`src/rtl/variance_sqrt_ctrl.sv`:
```
// rtl/variance_sqrt_ctrl.sv - window variance to sqrt_mem index, root return as stddev
// Optional STDDEV_MIN_CLAMP_EN floors the returned root at MIN_STDDEV.
module variance_sqrt_ctrl #(
  parameter int W_SUM      = 18,
  parameter int W_SQSUM    = 26,
  parameter int AREA       = 576,
  parameter int SHIFT      = 12,
  parameter int W_ADDR     = 8,
  parameter int W_DATA     = 16,
  parameter int MIN_STDDEV = 1
) (
  input  logic               clk,
  input  logic               rst,
  input  logic               win_valid,
  output logic               win_ready,
  input  logic [W_SUM-1:0]   win_sum,
  input  logic [W_SQSUM-1:0] win_sqsum,
  output logic               addr1_valid,
  input  logic               addr1_ready,
  output logic [W_ADDR-1:0]  addr1_data,
  input  logic               data1_valid,
  output logic               data1_ready,
  input  logic [W_DATA-1:0]  data1,
  output logic               stddev_valid,
  input  logic               stddev_ready,
  output logic [W_DATA-1:0]  stddev_data
);

  localparam int W_P1   = W_SQSUM + $clog2(AREA + 1);
  localparam int W_P0   = 2 * W_SUM;
  localparam int W_PMAX = (W_P1 > W_P0) ? W_P1 : W_P0;
  localparam int W_VAR  = W_PMAX + 1;

  typedef enum logic [2:0] {
    ST_IDLE,
    ST_MUL,
    ST_SUB,
    ST_ADDR,
    ST_WAIT,
    ST_OUT
  } state_e;

  state_e              state_q, state_d;
  logic [W_SUM-1:0]    sum_q, sum_d;
  logic [W_SQSUM-1:0]  sqsum_q, sqsum_d;
  logic [W_P1-1:0]     p1_q, p1_d;
  logic [W_P0-1:0]     p0_q, p0_d;
  logic [W_ADDR-1:0]   addr_q, addr_d;
  logic [W_DATA-1:0]   stddev_q, stddev_d;

  logic [W_VAR-1:0]    var_w;
  logic [W_VAR-1:0]    var_pos;
  logic [W_VAR-1:0]    idx_full;
  logic [W_ADDR-1:0]   idx_sat;
  logic [W_DATA-1:0]   root_w;

  // Both products are non-negative and fit in W_PMAX bits, so the extra bit is the sign.
  assign var_w    = W_VAR'(p1_q) - W_VAR'(p0_q);
  assign var_pos  = var_w[W_VAR-1] ? '0 : var_w;
  assign idx_full = var_pos >> SHIFT;
  assign idx_sat  = (idx_full > W_VAR'({W_ADDR{1'b1}})) ? {W_ADDR{1'b1}}
                                                       : idx_full[W_ADDR-1:0];

`ifdef STDDEV_MIN_CLAMP_EN
  localparam logic [W_DATA-1:0] MIN_SD = W_DATA'(MIN_STDDEV);
  assign root_w = (data1 < MIN_SD) ? MIN_SD : data1;
`else
  logic unused_min_stddev;
  assign unused_min_stddev = ^MIN_STDDEV;
  assign root_w = data1;
`endif

  assign addr1_data  = addr_q;
  assign stddev_data = stddev_q;

  always_comb begin
    state_d      = state_q;
    sum_d        = sum_q;
    sqsum_d      = sqsum_q;
    p1_d         = p1_q;
    p0_d         = p0_q;
    addr_d       = addr_q;
    stddev_d     = stddev_q;
    win_ready    = 1'b0;
    addr1_valid  = 1'b0;
    data1_ready  = 1'b0;
    stddev_valid = 1'b0;
    unique case (state_q)
      ST_IDLE: begin
        win_ready = 1'b1;
        if (win_valid) begin
          sum_d   = win_sum;
          sqsum_d = win_sqsum;
          state_d = ST_MUL;
        end
      end
      ST_MUL: begin
        p1_d    = W_P1'(AREA) * W_P1'(sqsum_q);
        p0_d    = W_P0'(sum_q) * W_P0'(sum_q);
        state_d = ST_SUB;
      end
      ST_SUB: begin
        addr_d  = idx_sat;
        state_d = ST_ADDR;
      end
      ST_ADDR: begin
        addr1_valid = 1'b1;
        if (addr1_ready) state_d = ST_WAIT;
      end
      ST_WAIT: begin
        data1_ready = 1'b1;
        if (data1_valid) begin
          stddev_d = root_w;
          state_d  = ST_OUT;
        end
      end
      ST_OUT: begin
        stddev_valid = 1'b1;
        if (stddev_ready) state_d = ST_IDLE;
      end
      default: state_d = ST_IDLE;
    endcase
  end

  always_ff @(posedge clk) begin
    if (rst) begin
      state_q  <= ST_IDLE;
      sum_q    <= '0;
      sqsum_q  <= '0;
      p1_q     <= '0;
      p0_q     <= '0;
      addr_q   <= '0;
      stddev_q <= '0;
    end else begin
      state_q  <= state_d;
      sum_q    <= sum_d;
      sqsum_q  <= sqsum_d;
      p1_q     <= p1_d;
      p0_q     <= p0_d;
      addr_q   <= addr_d;
      stddev_q <= stddev_d;
    end
  end

endmodule

```
`config.mk`:
```
export PLATFORM = sky130hd
export DESIGN_NAME = variance_sqrt_ctrl
export DESIGN_NICKNAME = d
export VERILOG_FILES = /design/src/rtl/variance_sqrt_ctrl.sv
export SDC_FILE = /design/constraint.sdc
export NUM_CORES = 1
export LEC_CHECK = 0
export CORE_MARGIN = 3
export CORE_UTILIZATION = 63
export DETAILED_ROUTE_END_ITERATION = 8
export PLACE_DENSITY = 0.86
export SLEW_MARGIN = 15
export SYNTH_ARGS = -nofsm -noshare
export SYNTH_HDL_FRONTEND = slang
export SYNTH_SLANG_ARGS = --single-unit
```
`constraint.sdc`:
```
create_clock -name clk -period 7.4 [get_ports clk]
set_clock_uncertainty 0.05 [all_clocks]
set_input_delay 1.11 -clock clk [delete_from_list [all_inputs] [get_ports clk]]
set_output_delay 1.11 -clock clk [all_outputs]
set_load 0.01 [all_outputs]
```
# [Yosys cells after proc, flatten, opt, wreduce, memory -nomap -nowiden]
# Index checks and enable logic that the tools add are counted.
[word_totals] regBits=137 out_inout_bits=28
[op_classes] n_addsub=1 multipliers=2 order_cmp=1 eq_ne=9 mux=11 n_reduce_logical=4
[op_table] operator="subtractor 36 x 36 -> 37 bit" n=1
[op_table] operator="multiplier 18 x 18 -> 36 bit" n=1
[op_table] operator="two-way mux 36 bit" n=1
[op_table] operator="multiplier 4 x 26 -> 30 bit (first input constant)" n=1
[op_table] operator="> comparator 24 x 8 -> 1 bit (second input constant)" n=1
[op_table] operator="one-hot mux 3 bit (6 select lines)" n=1
[op_table] operator="two-way mux 3 bit" n=4
[op_table] operator="two-way mux 8 bit" n=1
[op_table] operator="!= test 2 bit (second input constant)" n=4
[op_table] operator="equality test 3 x 2 -> 1 bit (second input constant)" n=2
[op_table] operator="equality test 3 bit (second input constant)" n=2
[op_table] operator="two-way mux 1 bit" n=4
[op_table] operator="AND reduction 2 bit" n=2
[op_table] operator="AND reduction 4 bit" n=1
[op_table] operator="equality test 3 x 1 -> 1 bit (second input constant)" n=1
[op_table] operator="logical NOT 3 bit" n=1

# [Longest topological paths before layout]
# Gate-level depths: netlist (run 1).
[logic_depth] word_depth=4 mapped_depth=26 mapped_depth_nobuf=24

# [Least setup slack after synthesis (run 1)]
# Ideal clock, no wire load.
[synth_timing] path_kind="flip-flop to flip-flop" start="register sum_q[6]" end="register p0_q[35]" arrival_ps=6188 required_ps=7210 setup_slack_ps=1022 path_stages_with_launch=23 period_less_slack_ps=6378 cell_sequence="dfxtp_1 -> clkbuf_1 -> clkbuf_1 -> nand2_1 -> fa_1 -> fa_1 -> inv_1 -> fa_1 -> fa_1 -> fa_1 -> inv_1 -> fa_1 -> inv_1 -> ha_1 -> o21ai_0 -> o21ai_0 -> a221o_1 -> a2111oi_0 -> a21oi_1 -> o21ai_0 -> o211a_1 -> mux2i_1 -> o311ai_0"
[synth_between] elab_chain_cells=1
[synth_lines] element="from (decl)" line="44" text="logic [W_SUM-1:0] sum_q, sum_d;"
[synth_lines] element="from (signal assigned)" line="136" text="sum_q <= sum_d;"
[synth_lines] element="multiplier 18 x 18 -> 36 bit" line="99" text="p0_d = W_P0'(sum_q) * W_P0'(sum_q);"
[synth_lines] element="to (signal assigned)" line="139" text="p0_q <= p0_d;"
[synth_lines] element="to (decl)" line="47" text="logic [W_P0-1:0] p0_q, p0_d;"
# Every way passes these cells.
# A chain may end at the register's enable or synchronous reset.

# [Worst setup path in the final report (run 1)]
[layout_timing] start="register sum_q[13]" end="register p0_q[35]"
# Same word-level chain as after synthesis.

==> run_results.csv, run 1 <==
group,metric,value,unit
sta,maxSlewViolCount,0,
detailed_routing,drt_iter0_drc,897,
clock_network,cts_tree,"built",
run,timing.max_cap.violations,0,
logic_synthesis,mappedNetlistArea,17200,sq um
pwr,worst_ir_drop_vdd,0.179,mV
logic_synthesis,dominantRegCellSynth,"sky130_fd_sc_hd__dfxtp_1",
cells_and_area,post_route_cells_drive_above_1_share,3.60,%
floorplan,dieArea,29300,sq um
clock_network,numClockSinks,136,
setup_path,timing.rr.start,"sum_q[13]$_SDFFE_PP0P_",
floorplan,fp.dieW,171,microns
sta,final.period_utilization,95.2,%
global_route,grt_start_max_net_pins,75,
logic_synthesis,synth_largest_area_cell,"sky130_fd_sc_hd__fa_1",
sta,tightest_slew_margin_relative_to_the_limit,38.1,%
setup_path,end_kind,"flip-flop",
floorplan,core_region_area,26400,sq um
clock_network,insertion_delay,430,ps
logic_synthesis,synth_top_cell_area_share,26.0,%
logic_synthesis,yosys.cell_count.top_type,"sky130_fd_sc_hd__inv_1",
placement,buffer_ports.inserted,93,
sta,worst_slew_pin_slew,928,ps
logic_synthesis,synthCells,2064,
cells_and_area,antenna-diode-count,0,
detailed_routing,routed_via_density,5.76,
placement,postPlaceCellArea,18300,sq um
clock_network,ctsLongestPathBuffers,2,
floorplan,initial_utilization,65.0,%
floorplan,num_rows,59,
detailed_routing,drt-wirelength-per-cell,16.4,microns
min_path,min-delay-path-class,"flip-flop to flip-flop",
logic_synthesis,ys_top_cells_by_area,"sky130_fd_sc_hd__fa_1 26%, sky130_fd_sc_hd__dfxtp_1 16%, sky130_fd_sc_hd__ha_1 14%",
clock_network,post_cts_resized,0,
pwr,power.leakage,9.53,nW
detailed_routing,drt.antenna.violating_nets,0,
placement,place.gp.congestion,0.919,
logic_synthesis,synth_commonest_cells,"392 x sky130_fd_sc_hd__inv_1, 318 x sky130_fd_sc_hd__nand2_1, 223 x sky130_fd_sc_hd__fa_1, 188 x sky130_fd_sc_hd__ha_1, 169 x sky130_fd_sc_hd__a21oi_1",
logic_synthesis,synth_area_per_cell,8.32,sq um
global_route,grt.total_usage,28.6,%
logic_synthesis,async_flop_share,0,%
setup_path,worst_setup_path_start_kind,"flip-flop",
logic_synthesis,synth_cell_type_count,74,
sta,total_negative_setup_slack,0,ps
sta,final.hold.worst_slack,404,ps
setup_path,critPathLaunch,"sum_q[13]$_SDFFE_PP0P_",
floorplan,io_pins,94,
clock_network,cts_hold_buffers,0,
setup_path,crit_end,"p0_q[35]$_SDFFE_PP0P_",
global_route,first_pass_grt_wire_length,68500,microns
logic_synthesis,synth_seq_area_share,15.9,%
setup_path,maximum_fanout_count_along_the_critical_path,19,
setup_path,reg2reg_slack,350,ps
clock_network,cts_buffers,17,
cells_and_area,synthToLayoutAreaGrowth,10.0,%
detailed_routing,drt-total-wl,40200,microns
logic_synthesis,syn_nets,2541,
cells_and_area,finish.instance_area,18900,sq um
detailed_routing,vias,14100,
global_route,vias_in_the_first_global_route,14500,
logic_synthesis,synth_seq_cells,136,
outcome,outcome,"complete, no violations",
clock_network,clock-root-buffer,"sky130_fd_sc_hd__clkbuf_16",
setup_path,worst_r2r_endpoint,"p0_q[35]$_SDFFE_PP0P_",
sta,grt_setup_unrepaired,"no",
global_route,grt_antenna_before_repair,0,
detailed_routing,drc_errors,0,
cells_and_area,layout.filler_cells,1984,
sta,final-setup-viol-count,0,
sta,max_freq,0.142,GHz
setup_path,crit_path_required_time,7630,ps
global_route,grt.overflow.total,0,
floorplan,die_height,171,microns
clock_network,clk_pin_slew_worst_paths,70,ps
sta,finalWorstPathRequiredPeriod,7050,ps
sta,hold_viol,0,
clock_network,post_cts_buffers,0,
logic_synthesis,synth.yosys.warnings,0,
placement,detailedPlacementHpwl,31600,microns
setup_path,ff2ff_path_depth,20,
setup_path,arrival_time_of_data_at_the_critical_path_endpoint,7270,ps
clock_network,htree_num_levels,4,
detailed_routing,drt_first_pass_iters,8,
setup_path,crit_path_class,"flip-flop to flip-flop",
pwr,p_per_area,175,nW/um^2
cells_and_area,finish.net_count,2578,
logic_synthesis,synth-edff-count,0,
[layer usage]
layer  vias up  track usage [%]  routed length, microns
met5         -                0                       0
met4         0             9.90                    1290
met3       104             3.51                    2290
met2       487             50.2                   20000
met1      6799             36.6                   16600
li1       6716                -                       -
[worst min path at each step]
stage	startpoint	end	slack (ps)	depth (start not counted)
3_3_place_gp	stddev_data[8]$_SDFFE_PP0P_	stddev_data[8]$_SDFFE_PP0P_	390	2
4_1_cts	p0_q[30]$_SDFFE_PP0P_	p0_q[30]$_SDFFE_PP0P_	410	2
2_1_floorplan	p0_q[2]$_SDFFE_PP0P_	p0_q[2]$_SDFFE_PP0P_	380	2
6_report	p0_q[30]$_SDFFE_PP0P_	p0_q[30]$_SDFFE_PP0P_	400	2
5_1_grt	p0_q[10]$_SDFFE_PP0P_	p0_q[10]$_SDFFE_PP0P_	420	2
3_5_place_dp	p0_q[10]$_SDFFE_PP0P_	p0_q[10]$_SDFFE_PP0P_	400	2
[metrics by stage]
step	worst slack, ps	power [mW]	utilization, %	std cells
after floorplan	1020	2.03	-	2064
after global placement	758	2.36	69.2	2417
after detailed placement	595	2.40	69.2	2417
after CTS	458	3.30	71.5	2449
after global routing	23.3	3.53	71.5	2449
final	354	3.31	71.5	2449
[worst max-delay path, cell delays in order (launching register included)]
cell	delay, ps
sky130_fd_sc_hd__dfxtp_1	820
sky130_fd_sc_hd__nand2_1	270
sky130_fd_sc_hd__fa_1	570
sky130_fd_sc_hd__inv_1	60
sky130_fd_sc_hd__fa_1	480
sky130_fd_sc_hd__fa_1	530
sky130_fd_sc_hd__fa_1	540
sky130_fd_sc_hd__fa_1	540
sky130_fd_sc_hd__inv_1	50
sky130_fd_sc_hd__fa_1	530
sky130_fd_sc_hd__inv_1	40
sky130_fd_sc_hd__ha_1	380
sky130_fd_sc_hd__o21ai_0	220
sky130_fd_sc_hd__o21ai_0	130
sky130_fd_sc_hd__a221o_1	350
sky130_fd_sc_hd__a2111oi_0	350
sky130_fd_sc_hd__a21oi_1	200
sky130_fd_sc_hd__o21ai_0	200
sky130_fd_sc_hd__o211a_1	200
sky130_fd_sc_hd__mux2i_1	220
sky130_fd_sc_hd__o311ai_0	150
[registers in the layout (all words and copies together), names as in the netlist]
signal,count
p1_q,30
stddev_data,16
sum_q,18
sqsum_q,26
state_q,3
p0_q,35
addr1_data,8
[report_power, final]
part | leakage, nW | switching (mW) | total, mW | internal (mW)
registers | 1.11 | 0.0910 | 0.891 | 0.800
logic | 8.13 | 0.921 | 1.53 | 0.613
clock network | 0.290 | 0.401 | 0.885 | 0.484
[layout by cell type, fill, tap and decap left out, drive strengths merged, types with 18 or more instances in the layout]
cell             n
a211oi          21
a21o            24
a21oi          170
and2            76
clkdlybuf4s50   92
dfxtp          136
fa             223
ha             188
inv            400
nand2          318
nor2            63
nor3            18
o21ai           54
xnor2           37
[final cells by class]
cell class              count  area (sq um)  share of cell area, %
flip-flops and latches    136          2720                   14.4
multi-input cells        1448         12600                   66.9
clock inverters            15           180                  0.954
clock buffers              17           425                   2.25
well taps                 335           419                   2.22
repair buffers            106          1030                   5.43
inverters                 392          1470                   7.79
[cells by family (layout without fill, tap and decap cells)]
| logic type | count (synthesis) | after routing | share of synthesized area [%] |
|---|---|---|---|
| simple gates | 584 | 584 | 16.1 |
| fa+ha+maj | 411 | 411 | 39.7 |
| flops | 136 | 136 | 15.9 |
| compound gates | 390 | 390 | 14.5 |
| buf+inv | 480 | 530 | 10.5 |
| xor+xnor | 54 | 54 | 2.76 |
| mux | 9 | 9 | 0.532 |
Note: power is estimated with default switching activity, not from simulation.
==> run 2: changes to the inputs <==
ABC_AREA = 1   (was default)
==> run_results.csv, run 2 <==
group,metric,value,unit
floorplan,dieArea,31200,sq um
setup_path,crit_path_required_time,7680,ps
global_route,grt_antenna_before_repair,0,
logic_synthesis,synth_area_per_cell,7.18,sq um
cells_and_area,post_route_cells_drive_above_1_share,3.45,%
sta,hold_viol,0,
logic_synthesis,synth_seq_cells,136,
cells_and_area,synthToLayoutAreaGrowth,9.87,%
clock_network,cts_buffers,17,
clock_network,insertion_delay,430,ps
min_path,startpoint_of_the_most_critical_hold_path,"stddev_data[7]$_SDFFE_PP0P_",
logic_synthesis,synth_cell_type_count,43,
clock_network,clock-root-buffer,"sky130_fd_sc_hd__clkbuf_16",
floorplan,fp.dieW,177,microns
logic_synthesis,synth_largest_area_cell,"sky130_fd_sc_hd__fa_1",
setup_path,reg2reg_slack,1000,ps
logic_synthesis,yosys.cell_count.top_type,"sky130_fd_sc_hd__inv_1",
cells_and_area,layout.filler_cells,2241,
pwr,p_per_area,395,nW/um^2
detailed_routing,routed_via_density,5.46,
pwr,worst_ir_drop_vdd,0.219,mV
floorplan,io_pins,94,
global_route,vias_in_the_first_global_route,16700,
cells_and_area,sequential_cell_area,2720,sq um
sta,final-setup-viol-count,0,
detailed_routing,drt-total-wl,47800,microns
clock_network,post_cts_resized,0,
cells_and_area,top_regs,"p0_q (35), p1_q (30), sqsum_q (26)",
setup_path,critPathLaunch,"sum_q[15]$_SDFFE_PP0P_",
sta,tightest_slew_margin_relative_to_the_limit,36.0,%
floorplan,die_height,177,microns
detailed_routing,drt-wirelength-per-cell,16.0,microns
clock_network,cts_hold_buffers,0,
clock_network,htree_num_levels,4,
sta,worst_slew_pin_slew,959,ps
sta,total_negative_setup_slack,0,ps
logic_synthesis,dominantRegCellSynth,"sky130_fd_sc_hd__dfxtp_1",
logic_synthesis,synthCells,2553,
cells_and_area,multi_input_area,12900,sq um
pwr,power.leakage,11.6,nW
clock_network,numClockSinks,136,
placement,detailedPlacementHpwl,38700,microns
logic_synthesis,ys_top_cells_by_area,"sky130_fd_sc_hd__fa_1 24%, sky130_fd_sc_hd__dfxtp_1 15%, sky130_fd_sc_hd__inv_1 13%",
clock_network,post_cts_buffers,0,
setup_path,maximum_fanout_count_along_the_critical_path,21,
logic_synthesis,mappedNetlistArea,18300,sq um
setup_path,timing.rr.start,"sum_q[15]$_SDFFE_PP0P_",
sta,final.period_utilization,86.5,%
cells_and_area,max_flop_register,"p0_q",
min_path,min-delay-path-class,"flip-flop to flip-flop",
logic_synthesis,syn_nets,3030,
floorplan,core_region_area,28200,sq um
logic_synthesis,synth.yosys.warnings,0,
logic_synthesis,synth_commonest_cells,"628 x sky130_fd_sc_hd__inv_1, 557 x sky130_fd_sc_hd__nand2_1, 223 x sky130_fd_sc_hd__fa_1, 188 x sky130_fd_sc_hd__ha_1, 187 x sky130_fd_sc_hd__a21oi_1",
clock_network,clk_pin_slew_worst_paths,80,ps
setup_path,end_kind,"flip-flop",
cells_and_area,most-common-layout-cells,"628 x sky130_fd_sc_hd__inv_1, 556 x sky130_fd_sc_hd__nand2_1, 223 x sky130_fd_sc_hd__fa_1",
logic_synthesis,async_flop_share,0,%
clock_network,ctsLongestPathBuffers,2,
global_route,first_pass_grt_wire_length,79700,microns
sta,grt_setup_unrepaired,"no",
logic_synthesis,synth-edff-count,0,
sta,finalWorstPathRequiredPeriod,6400,ps
cells_and_area,final_common_cell,"sky130_fd_sc_hd__inv_1",
setup_path,worst_setup_path_start_kind,"flip-flop",
detailed_routing,drt.antenna.violating_nets,0,
placement,buffer_ports.inserted,93,
detailed_routing,drt_first_pass_iters,6,
sta,maxSlewViolCount,0,
global_route,grt.overflow.total,0,
logic_synthesis,synth_top_cell_area_share,24.4,%
outcome,outcome,"complete, no violations",
run,timing.max_cap.violations,0,
floorplan,initial_utilization,64.9,%
cells_and_area,finish.net_count,3074,
sta,max_freq,0.156,GHz
pwr,p_total,7.95,mW
global_route,grt.total_usage,31.5,%
global_route,grt_start_max_net_pins,81,
placement,place.gp.congestion,0.953,
detailed_routing,drc_errors,0,
floorplan,num_rows,61,
cells_and_area,largest_register_ffs,35,
detailed_routing,vias,16300,
cells_and_area,antenna-diode-count,0,
detailed_routing,drt_iter0_drc,1340,
setup_path,crit_path_class,"flip-flop to flip-flop",
setup_path,arrival_time_of_data_at_the_critical_path_endpoint,6680,ps
logic_synthesis,synth_seq_area_share,14.9,%
clock_network,cts_tree,"built",
## run 2: cell type report
class / instances / share of cell area [%]
clock buffer: 18 / 2.18
clock inverter: 14 / 0.771
inverter: 632 / 11.8
multi-input combinational: 1702 / 64.2
sequential: 136 / 13.5
tap: 378 / 2.35
timing repair buffer: 108 / 5.16
## run 2: logic make-up after synthesis
logic type | Yosys count | synth area share (%)
AOI/OAI and AO/OA | 373 | 11.3
xor gates and xnor gates | 48 | 2.29
adders and majority gates | 411 | 37.2
buffers and inverters | 715 | 14.7
DFF | 136 | 14.9
and+or+nand+nor | 870 | 19.7
## run 2: final timing paths
check | end | cells after the start
min | stddev_data[7]$_SDFFE_PP0P_ | 2
min reg2reg | stddev_data[7]$_SDFFE_PP0P_ | 2
max reg2reg | p0_q[30]$_SDFFE_PP0P_ | 23
max | p0_q[30]$_SDFFE_PP0P_ | 23
## run 2: stage by stage
stage	cells	utilization [%]	hold WS, ps	instance area [sq um]	setup slack (ps)
after floorplan	2553	-	390	18300	1520
after global placement	2956	69.2	398	19500	1270
after detailed placement	2956	69.2	401	19500	1100
after CTS	2988	71.3	414	20100	1080
after global routing	2988	71.3	433	20100	663
final	2988	71.3	410	20100	997
## run 2: report_power, final
group          switching (mW)  total [mW]  internal (mW)  leakage [nW]
Clock                   0.407       0.895          0.488         0.283
Combinational            3.74        5.74           2.00          10.2
Sequential              0.313        1.31          0.999          1.11
Total                    4.46        7.95           3.49          11.6
## run 2: worst max-delay path, cell delays in order, from the launching register on
cell and delay [ps]:
sky130_fd_sc_hd__dfxtp_1 950, sky130_fd_sc_hd__nand2_1 260, sky130_fd_sc_hd__fa_1 560, sky130_fd_sc_hd__inv_1 70, sky130_fd_sc_hd__fa_1 520, sky130_fd_sc_hd__fa_1 460
sky130_fd_sc_hd__fa_1 520, sky130_fd_sc_hd__fa_1 570, sky130_fd_sc_hd__inv_1 70, sky130_fd_sc_hd__fa_1 530, sky130_fd_sc_hd__inv_1 40, sky130_fd_sc_hd__ha_1 370
sky130_fd_sc_hd__nand2_1 110, sky130_fd_sc_hd__o21ai_0 250, sky130_fd_sc_hd__nand2_1 80, sky130_fd_sc_hd__o211ai_1 130, sky130_fd_sc_hd__o21bai_1 200, sky130_fd_sc_hd__nand2_1 80
sky130_fd_sc_hd__nand2_1 100, sky130_fd_sc_hd__nand2_1 80, sky130_fd_sc_hd__nand3_1 70, sky130_fd_sc_hd__nand2_1 50, sky130_fd_sc_hd__o21ai_1 140, sky130_fd_sc_hd__inv_1 50
## run 2: routing by layer
metal  up-vias  track usage (%)  share of wire (%)
li1       7895                -                  -
met1      7718             40.9                 43
met2       561             54.3                 48
met3       129             4.52                5.8
met4         0             10.2                3.2
met5         -                0                  0
==> run 3: changes to the inputs <==
ABC_AREA = default   (was 1)
==> results of run 3 <==
Final layout, timing and power as in run 1 (identical DEF).
